[config.mk]
export PLATFORM = sky130hd
export DESIGN_NAME = board_scorer
export DESIGN_NICKNAME = d
export VERILOG_FILES = /design/src/rtl/chess_pkg.sv /design/src/rtl/piece_value.sv /design/src/rtl/board_scorer.sv
export SDC_FILE = /design/constraint.sdc
export NUM_CORES = 1
export LEC_CHECK = 0
export CORE_MARGIN = 2
export CORE_UTILIZATION = 50
export DETAILED_ROUTE_END_ITERATION = 8
export DONT_BUFFER_PORTS = 1
export PLACE_DENSITY = 0.65
export SYNTH_ARGS = -nofsm -noshare
export SYNTH_HDL_FRONTEND = slang
export SYNTH_HIERARCHICAL = 1
export SYNTH_SLANG_ARGS = --single-unit
[constraint.sdc]
create_clock -name clk -period 8.1 [get_ports clk]
set_clock_uncertainty 0.15 [all_clocks]
set_input_delay 1.62 -clock clk [delete_from_list [all_inputs] [get_ports clk]]
set_output_delay 1.62 -clock clk [all_outputs]
set_load 0.01 [all_outputs]
[src/rtl/chess_pkg.sv]
// Shared chess constants: piece codes, centipawn values, scorer FSM states and register map.
package chess_pkg;

  localparam logic signed [7:0] EMPTY    = 8'sd0;
  localparam logic signed [7:0] WPAWN0   = 8'sd1;
  localparam logic signed [7:0] WPAWN7   = 8'sd8;
  localparam logic signed [7:0] WROOK0   = 8'sd9;
  localparam logic signed [7:0] WROOK9   = 8'sd18;
  localparam logic signed [7:0] WKNIGHT0 = 8'sd19;
  localparam logic signed [7:0] WKNIGHT9 = 8'sd28;
  localparam logic signed [7:0] WBISHOP0 = 8'sd29;
  localparam logic signed [7:0] WBISHOP9 = 8'sd38;
  localparam logic signed [7:0] WQUEEN   = 8'sd39;
  localparam logic signed [7:0] WQUEEN8  = 8'sd47;
  localparam logic signed [7:0] WKING    = 8'sd48;
  localparam logic signed [7:0] BPAWN0   = -8'sd1;
  localparam logic signed [7:0] BROOK0   = -8'sd9;
  localparam logic signed [7:0] BKNIGHT0 = -8'sd19;
  localparam logic signed [7:0] BBISHOP0 = -8'sd29;
  localparam logic signed [7:0] BQUEEN   = -8'sd39;
  localparam logic signed [7:0] BKING    = -8'sd48;

  localparam logic signed [15:0] VAL_PAWN   = 16'sd100;
  localparam logic signed [15:0] VAL_ROOK   = 16'sd500;
  localparam logic signed [15:0] VAL_KNIGHT = 16'sd320;
  localparam logic signed [15:0] VAL_BISHOP = 16'sd330;
  localparam logic signed [15:0] VAL_QUEEN  = 16'sd900;
  localparam logic signed [15:0] VAL_KING   = 16'sd0;

  typedef enum logic [2:0] {
    StIdle,
    StRdReq,
    StRdWait,
    StWrReq,
    StNext,
    StDone
  } state_e;

  localparam logic [3:0] REG_START       = 4'd0;
  localparam logic [3:0] REG_BOARD_BASE  = 4'd1;
  localparam logic [3:0] REG_COUNT       = 4'd2;
  localparam logic [3:0] REG_RESULT_BASE = 4'd3;
  localparam logic [3:0] REG_SIDE        = 4'd4;
  localparam logic [3:0] REG_BEST_SCORE  = 4'd5;
  localparam logic [3:0] REG_BEST_IDX    = 4'd6;

endpackage

[src/rtl/piece_value.sv]
// Combinational piece code -> signed centipawn value; black (negative) codes give negative values.
module piece_value
  import chess_pkg::*;
(
  input  logic signed [7:0]  i_code,
  output logic signed [15:0] o_value
);

  logic [7:0]         w_mag;
  logic signed [15:0] w_abs_val;

  always_comb begin
    w_mag     = i_code[7] ? (~i_code + 8'd1) : i_code;
    w_abs_val = 16'sd0;
    // -128 folds to magnitude 128, which lands in the "no piece" range
    if (w_mag >= $unsigned(WPAWN0) && w_mag <= $unsigned(WPAWN7)) begin
      w_abs_val = VAL_PAWN;
    end else if (w_mag >= $unsigned(WROOK0) && w_mag <= $unsigned(WROOK9)) begin
      w_abs_val = VAL_ROOK;
    end else if (w_mag >= $unsigned(WKNIGHT0) && w_mag <= $unsigned(WKNIGHT9)) begin
      w_abs_val = VAL_KNIGHT;
    end else if (w_mag >= $unsigned(WBISHOP0) && w_mag <= $unsigned(WBISHOP9)) begin
      w_abs_val = VAL_BISHOP;
    end else if (w_mag >= $unsigned(WQUEEN) && w_mag <= $unsigned(WQUEEN8)) begin
      w_abs_val = VAL_QUEEN;
    end else if (w_mag == $unsigned(WKING)) begin
      w_abs_val = VAL_KING;
    end
    o_value = i_code[7] ? -w_abs_val : w_abs_val;
  end

endmodule

[src/rtl/board_scorer.sv]
// Scans N 64-byte boards over a byte-wide Avalon master, writes one signed score word per board
// and tracks the best board for the selected side; configured through a small Avalon slave.
module board_scorer
  import chess_pkg::*;
#(
  parameter int unsigned MAX_BOARDS = 64,
  parameter int unsigned SQUARES    = 64
) (
  input  logic        clk,
  input  logic        rst,
  output logic        slave_waitrequest,
  input  logic [3:0]  slave_address,
  input  logic        slave_read,
  output logic [31:0] slave_readdata,
  input  logic        slave_write,
  input  logic [31:0] slave_writedata,
  input  logic        master_waitrequest,
  output logic [31:0] master_address,
  output logic        master_read,
  input  logic [31:0] master_readdata,
  input  logic        master_readdatavalid,
  output logic        master_write,
  output logic [31:0] master_writedata
);

  state_e             r_state, w_state_d;
  logic [31:0]        r_board_base, r_result_base, r_best_idx;
  logic [6:0]         r_count, r_b;
  logic [5:0]         r_sq;
  logic               r_side;
  logic signed [31:0] r_acc, r_best_score;

  logic               w_idle_like, w_wr_ok, w_start, w_better, w_unused_rdata;
  logic signed [15:0] w_value;

  assign w_unused_rdata = ^master_readdata[31:8];

  piece_value u_piece_value (
    .i_code  (master_readdata[7:0]),
    .o_value (w_value)
  );

  assign w_idle_like = (r_state == StIdle) || (r_state == StDone);
  // Start reads stall until the scan completes; config writes stall while busy
  assign slave_waitrequest = rst || (slave_write && !w_idle_like) ||
                             (slave_read && slave_address == REG_START && r_state != StDone);
  assign w_wr_ok  = slave_write && !slave_waitrequest;
  assign w_start  = w_wr_ok && slave_address == REG_START;
  assign w_better = (r_b == 7'd0) || (r_side ? (r_acc < r_best_score) : (r_acc > r_best_score));

  always_comb begin
    slave_readdata = 32'h0;
    if (slave_read && !slave_waitrequest) begin
      case (slave_address)
        REG_START:       slave_readdata = r_best_idx;
        REG_BOARD_BASE:  slave_readdata = r_board_base;
        REG_COUNT:       slave_readdata = 32'(r_count);
        REG_RESULT_BASE: slave_readdata = r_result_base;
        REG_SIDE:        slave_readdata = {31'h0, r_side};
        REG_BEST_SCORE:  slave_readdata = r_best_score;
        REG_BEST_IDX:    slave_readdata = r_best_idx;
        default:         slave_readdata = 32'h0;
      endcase
    end
  end

  always_comb begin
    master_read      = (r_state == StRdReq);
    master_write     = (r_state == StWrReq);
    master_address   = 32'h0;
    master_writedata = 32'h0;
    if (r_state == StRdReq) begin
      master_address = r_board_base + 32'(r_b) * SQUARES + 32'(r_sq);
    end else if (r_state == StWrReq) begin
      master_address   = r_result_base + {23'h0, r_b, 2'b00};
      master_writedata = r_acc;
    end
  end

  always_comb begin
    w_state_d = r_state;
    case (r_state)
      StIdle, StDone: if (w_start) w_state_d = (r_count == 7'd0) ? StDone : StRdReq;
      StRdReq:        if (!master_waitrequest) w_state_d = StRdWait;
      StRdWait: begin
        if (master_readdatavalid) w_state_d = (r_sq == 6'd63) ? StWrReq : StRdReq;
      end
      StWrReq:        if (!master_waitrequest) w_state_d = StNext;
      StNext:         w_state_d = (r_b + 7'd1 == r_count) ? StDone : StRdReq;
      default:        w_state_d = StIdle;
    endcase
  end

  always_ff @(posedge clk or posedge rst) begin
    if (rst) begin
      r_state <= StIdle;
    end else begin
      r_state <= w_state_d;
    end
  end

  always_ff @(posedge clk or posedge rst) begin
    if (rst) begin
      r_board_base  <= 32'h0;
      r_result_base <= 32'h0;
      r_count       <= 7'd0;
      r_side        <= 1'b0;
      r_acc         <= 32'sd0;
      r_best_score  <= 32'sd0;
      r_best_idx    <= 32'hFFFF_FFFF;
      r_b           <= 7'd0;
      r_sq          <= 6'd0;
    end else begin
      if (w_wr_ok) begin
        case (slave_address)
          REG_BOARD_BASE:  r_board_base <= slave_writedata;
          REG_COUNT:       r_count <= (slave_writedata > MAX_BOARDS) ? 7'(MAX_BOARDS)
                                                                     : slave_writedata[6:0];
          REG_RESULT_BASE: r_result_base <= slave_writedata;
          REG_SIDE:        r_side <= slave_writedata[0];
          default: ;
        endcase
      end
      if (w_start) begin
        r_acc        <= 32'sd0;
        r_best_score <= 32'sd0;
        r_best_idx   <= 32'hFFFF_FFFF;
        r_b          <= 7'd0;
        r_sq         <= 6'd0;
      end
      if (r_state == StRdWait && master_readdatavalid) begin
        r_acc <= r_acc + 32'(w_value);
        r_sq  <= r_sq + 6'd1;
      end
      if (r_state == StNext) begin
        if (w_better) begin
          r_best_score <= r_acc;
          r_best_idx   <= 32'(r_b);
        end
        r_b   <= r_b + 7'd1;
        r_sq  <= 6'd0;
        r_acc <= 32'sd0;
      end
    end
  end

endmodule

# --- Yosys cells after proc, flatten, opt, wreduce, memory -nomap -nowiden ---
# Cells that the tools add are included.
# Widths: inputs -> output; s select.
totals:
  reg_bits: 184
  latchBits: 0
  ramBits: 0
  rom_bits: 0
  mem_count: 0
op_classes:
  addsub: 8
  multipliers: 0
  div: 0
  order_cmp: 13
  n_eq_ne: 18
  shift: 0
  muxes: 37
  bitwise_logic: 1
  n_reduce_logical: 31
ops:
  columns: ["cell", "n"]
  rows:
  - ["$mux 32", 14]
  - ["$pmux 32 s6", 1]
  - ["$mux 16", 5]
  - ["$add 32x13->32", 1]
  - ["$add 32x16->32", 1]
  - ["$add 32x6->32", 1]
  - ["$add 32x9->32", 1]
  - ["$gt 32x32->1", 1]
  - ["$gt 32x7->1 const B", 1]
  - ["$lt 32x32->1", 1]
  - ["$mux 7", 3]
  - ["$mux 3", 6]
  - ["$mux 6", 3]
  - ["$ge 8x5->1 const B", 2]
  - ["$le 8x5->1 const B", 2]
  - ["$le 8x6->1 const B", 2]
  - ["$neg 16->16", 1]
  - ["$pmux 3 s5", 1]
  - ["$logic_not 7->1", 2]
  - ["$eq 4x3->1 const B", 3]
  - ["$logic_and 1x1->1", 12]
  - ["$mux 10", 1]
  - ["$add 8x1->8 const B", 1]
  - ["$eq 4x2->1 const B", 2]
  - ["27 further kinds", 40]

# --- Logic depth before layout (Yosys ltp) ---
depth:
  word_depth: 15
  depth_mapped: 25
  depth_no_buf: 23

# --- Modules after synthesis ---
# The synthesis kept the hierarchy.
by_module_without_submodules:
  columns: ["mod", "n_inst", "cells_each", "area_each_um2", "seq_area_each_um2"]
  rows:
  - ["board_scorer", 1, 1377, 12836.1, 4644.5]
  - ["piece_value", 1, 105, 730.7, 0.0]

# --- Least setup slack after synthesis ---
# No wires, ideal clock.
synth_path:
  path_kind: "in2reg"
  start: "input master_readdata[0]"
  end: "register r_acc[18]"
  setup_time_ps: 133
  arrival_time_ps: 6438
  required_ps: 7817
  slack_ps: 1379
  path_stages: 22
  path_buffers: 2
  path_cell_list: "buf_6 -> or4_4 -> nor4_2 -> o211ai_2 -> a222oi_1 -> o22ai_2 -> nand2_4 -> inv_1 -> ha_1 -> nand3_1 -> o21ai_0 -> xor2_1 -> ha_1 -> clkbuf_1 -> a21o_1 -> a221o_1 -> a41oi_1 -> o21bai_1 -> a2111o_1 -> a41oi_1 -> xor2_1 -> o21ai_0"
synth_between:
  elab_chain_len: 15
  word_cells_on_any_way: 28
  cone_classes: "add/sub (3); order compare (10); mux (9); bitwise (1); reduce/logical (5)"
synth_rtl:
  columns: ["item", "line", "text"]
  rows:
  - ["start: declaration", "board_scorer.sv:20", "input logic [31:0] master_readdata,"]
  - ["$not 8->8", "piece_value.sv:13", "w_mag = i_code[7] ? (~i_code + 8'd1) : i_code;"]
  - ["$add 8x1->8", "piece_value.sv:13", null]
  - ["$mux 8 *", "piece_value.sv:13", null]
  - ["$ge 8x6->1 or $le 8x6->1 (tied branches)", "piece_value.sv:24", "end else if (w_mag >= $unsigned(WQUEEN) && w_mag <= $unsigned(WQUEEN8)) begin"]
  - ["$logic_and 1x1->1", "piece_value.sv:24", null]
  - ["$mux 10", "piece_value.sv:24", null]
  - ["$mux 16", "piece_value.sv:22", "end else if (w_mag >= $unsigned(WBISHOP0) && w_mag <= $unsigned(WBISHOP9)) begin"]
  - ["$mux 16", "piece_value.sv:20", "end else if (w_mag >= $unsigned(WKNIGHT0) && w_mag <= $unsigned(WKNIGHT9)) begin"]
  - ["$mux 16", "piece_value.sv:18", "end else if (w_mag >= $unsigned(WROOK0) && w_mag <= $unsigned(WROOK9)) begin"]
  - ["$mux 16 *", "piece_value.sv:16", "if (w_mag >= $unsigned(WPAWN0) && w_mag <= $unsigned(WPAWN7)) begin"]
  - ["$neg 16->16", "piece_value.sv:29", "o_value = i_code[7] ? -w_abs_val : w_abs_val;"]
  - ["$mux 16 *", "piece_value.sv:29", null]
  - ["named net w_value[7]", "board_scorer.sv:34", "logic signed [15:0] w_value;"]
  - ["$add 32x16->32 *", "board_scorer.sv:132", "r_acc <= r_acc + 32'(w_value);"]
  - ["$mux 32 *", "board_scorer.sv:131", "if (r_state == StRdWait && master_readdatavalid) begin"]
  - ["$mux 32 *", "board_scorer.sv:135", "if (r_state == StNext) begin"]
  - ["end signal: assignment", "board_scorer.sv:132", null]
  - ["end: declaration", "board_scorer.sv:31", "logic signed [31:0] r_acc, r_best_score;"]
# The timed path passes the listed nets; every way through them passes the cells marked *.
# A chain may end at the register's enable or synchronous reset.

# --- Worst setup path after layout ---
layout_path:
  start: "input master_readdata[0]"
  end: "register r_acc[29]"
# Same word-level chain as after synthesis.

==> impl_metrics.ini <==
[status]
status = completed

[critical_path]
cp_data_required_time_ns = 8.31
r2r_end = r_best_score[31]
critPathMaxFanout = 10
crit_start = master_readdata[0]
endpoint_kind = flop
arrival_ns = 7.07
path_class = primary input to flop
reg2reg_from = r_acc[1]
rrSetupSlack_ns = 3.77
cp-start-kind = primary input
ff2ff_path_depth = 11

[detailed_routing]
wl_um = 37300
postRouteAntennaNets = 0
drt_iter0_drc = 766
drt-pass1-iter-count = 8
vias = 11157
drt-wirelength-per-cell_um = 20.8
drt-vias-per-instance = 6.22
remaining_drc_errors = 0

[timing]
fin_setup_tns_ns = 0
max_freq_mhz = 146
slew_violations = 0
hold_viol = 0
final.period_utilization_pct = 84.7
tightest_slew_ns = 1.02
finalSetupViolations = 0
rsz0062_at_grt = no
worst_slack_ns = 1.24
relSlewSlack_pct = 32.2
min_period_ns = 6.86
hold_ws_ns = 0.349

[floorplanning]
start_util_pct = 50.6
fp.dieH_um = 169
io_pins = 173
rows = 60
die_x_um = 169
core-area_mm2 = 0.0268
die-area_mm2 = 0.0285

[global_routing]
grt.met2_usage_pct = 41.7
grt_pass1_wl_um = 59400
grt.busiest_layer = met2
grt_usage_pct = 26.4
grt_overflow = 0
met3_usage_pct = 5.28
grt_start_max_net_pins = 109
antenna_found_initial = 0
grt_pass1_vias = 10660
met1_usage_pct = 36.9

[cts]
hold_buffers = 0
cts_num_sinks = 184
root_buffer = clkbuf_16
cts_resized = 0
clkTransAtPathRegs_ns = 0.07
cts_tree = yes
clockBufferDepth = 2
cts_inserted_buffers = 17
postCtsSetupBuffers = 0
htreeDepth = 4
clkLatencyLatePin_ns = 0.44

[power_and_ir_drop]
p_leak_uw = 0.00641
ir_drop_v = 0.000200
fin_total_pwr_uw = 5010
p_per_area_mw_per_mm2 = 347

[finish]
fin_nets = 1607
nFillCells = 2470
diodes = 0
fin_area_mm2 = 0.0144
area_growth_pct = 6.45
drive_above_1_share_pct = 14.7

[logic_synthesis]
netlist_area_mm2 = 0.0136
ys_ff_latch = 184
synth_ff_type = dfrtp_1
yosysTopAreaCellShare_pct = 28.0
synth_fp_nets = 1648
synthDistinctLibCells = 85
synth_top_cell_by_area = dfrtp_1
synth-edff-count = 0
synth-async-reset-ratio_pct = 100
avgSynthCellArea_um2 = 9.15
syn_inst = 1482
yosysWarnings = 6
synth-seq-area-share_pct = 34.2
synthTopCellsByArea = dfrtp_1, ha_1, dfstp_2

[placed_design]
dp_hpwl_um = 26900
place_area_mm2 = 0.0138
dp_slack_ns = 0.801
gp_congestion = 0.905
portBuffers = 0

[worst_hold_path]
worstHoldPathType = flop to flop
min_from = r_best_idx[27]
min_path_cells = 2
hold_end = r_best_idx[27]

[job]
maxCapViolations = 0
## cells in the mapped netlist (12+ instances only)
cell type,number
xor2_1,52
nand2_1,90
nor4_1,12
a21o_1,33
nor3_1,22
a22oi_1,66
mux2i_1,14
o22ai_1,27
dfrtp_1,152
clkbuf_1,54
mux2_4,25
mux2_2,72
ha_1,89
nand3_1,38
nand4_1,27
nor2_1,149
and3_1,42
inv_1,75
a21oi_1,76
a22o_1,14
dfstp_2,32
o21a_1,12
xnor2_1,49
o21ai_0,78
nand2b_1,12
a31oi_1,18
## kinds of logic after synthesis
family,share of synthesized area (%)
simple gates,16.8
buf+inv,4.97
other cells,0.0276
compound gates,19.0
fa+ha+maj,8.72
mux,9.78
xor+xnor,6.52
flops,34.2
## metrics by stage
step / std cells / utilization [%]
2_1_floorplan: 1482 / -
6_report: 1795 / 53.9
3_5_place_dp: 1763 / 51.5
4_1_cts: 1795 / 53.9
5_1_grt: 1795 / 53.9
3_3_place_gp: 1763 / 51.5
## worst max-delay path by stage
stage	to	slack, ns	cells past startpoint
2_1_floorplan	r_acc[0]	1.38	1
3_3_place_gp	r_acc[29]	0.92	22
3_5_place_dp	r_acc[29]	0.80	22
4_1_cts	r_acc[29]	1.24	22
5_1_grt	r_acc[29]	0.81	22
6_report	r_acc[29]	1.24	22
## report_power, final
group | switching, uW | internal [uW] | total (uW)
logic | 1310 | 1040 | 2350
registers | 450 | 1280 | 1730
clock network | 371 | 551 | 923
## placed cells by master, fill, tap and decap left out, drive strengths merged, types with 18 or more instances in the layout
master,n
dfrtp,152
nor2,150
mux2,97
nand2,92
ha,89
o21ai,80
inv,78
a21oi,77
a22oi,66
xor2,52
xnor2,49
and3,42
nand3,38
a21o,33
dfstp,32
o22ai,28
nand4,27
nor3,23
buf,19
a31oi,18
clkbuf,18
## layer usage
metal	wire, um	part of all wire, %	up-vias
li1	-	-	5317
met4	774	2.1	0
met1	17300	46	5494
met3	2290	6.1	38
met2	17000	45	308
met5	0	0	-
## critical path: stages
cell      delay [ns]
inv_1           0.07
ha_1            0.28
nor3b_2         0.36
mux2i_1         0.17
a211o_1         0.27
a222oi_1        0.51
o22ai_2         0.27
nand2_4         0.18
inv_1           0.06
ha_1            0.22
o21ai_0         0.08
or4b_1          0.46
a21oi_1         0.20
ha_1            0.30
and2_1          0.20
and4_1          0.20
a311oi_1        0.39
a21o_1          0.24
nor4_1          0.08
or4b_2          0.63
xnor2_1         0.14
o21ai_0         0.13
## area by class of cell
type,instances,area (um^2),share of cell area (%)
Inverter,75,287,1.98
Multi-Input combinational cell,1144,8290,57.4
Clock buffer,18,429,2.97
Timing Repair Buffer,19,143,0.988
Tap cell,341,427,2.95
Sequential cell,184,4640,32.2
Clock inverter,14,220,1.52
## flip-flops by register name, indices dropped and copies added (netlist names), 3 cells and up
register / count
r_acc: 32
r_b: 7
r_best_idx: 32
r_best_score: 32
r_board_base: 32
r_count: 7
r_result_base: 32
r_sq: 6
r_state: 3
No activity file was read; power rests on OpenSTA's default activity.
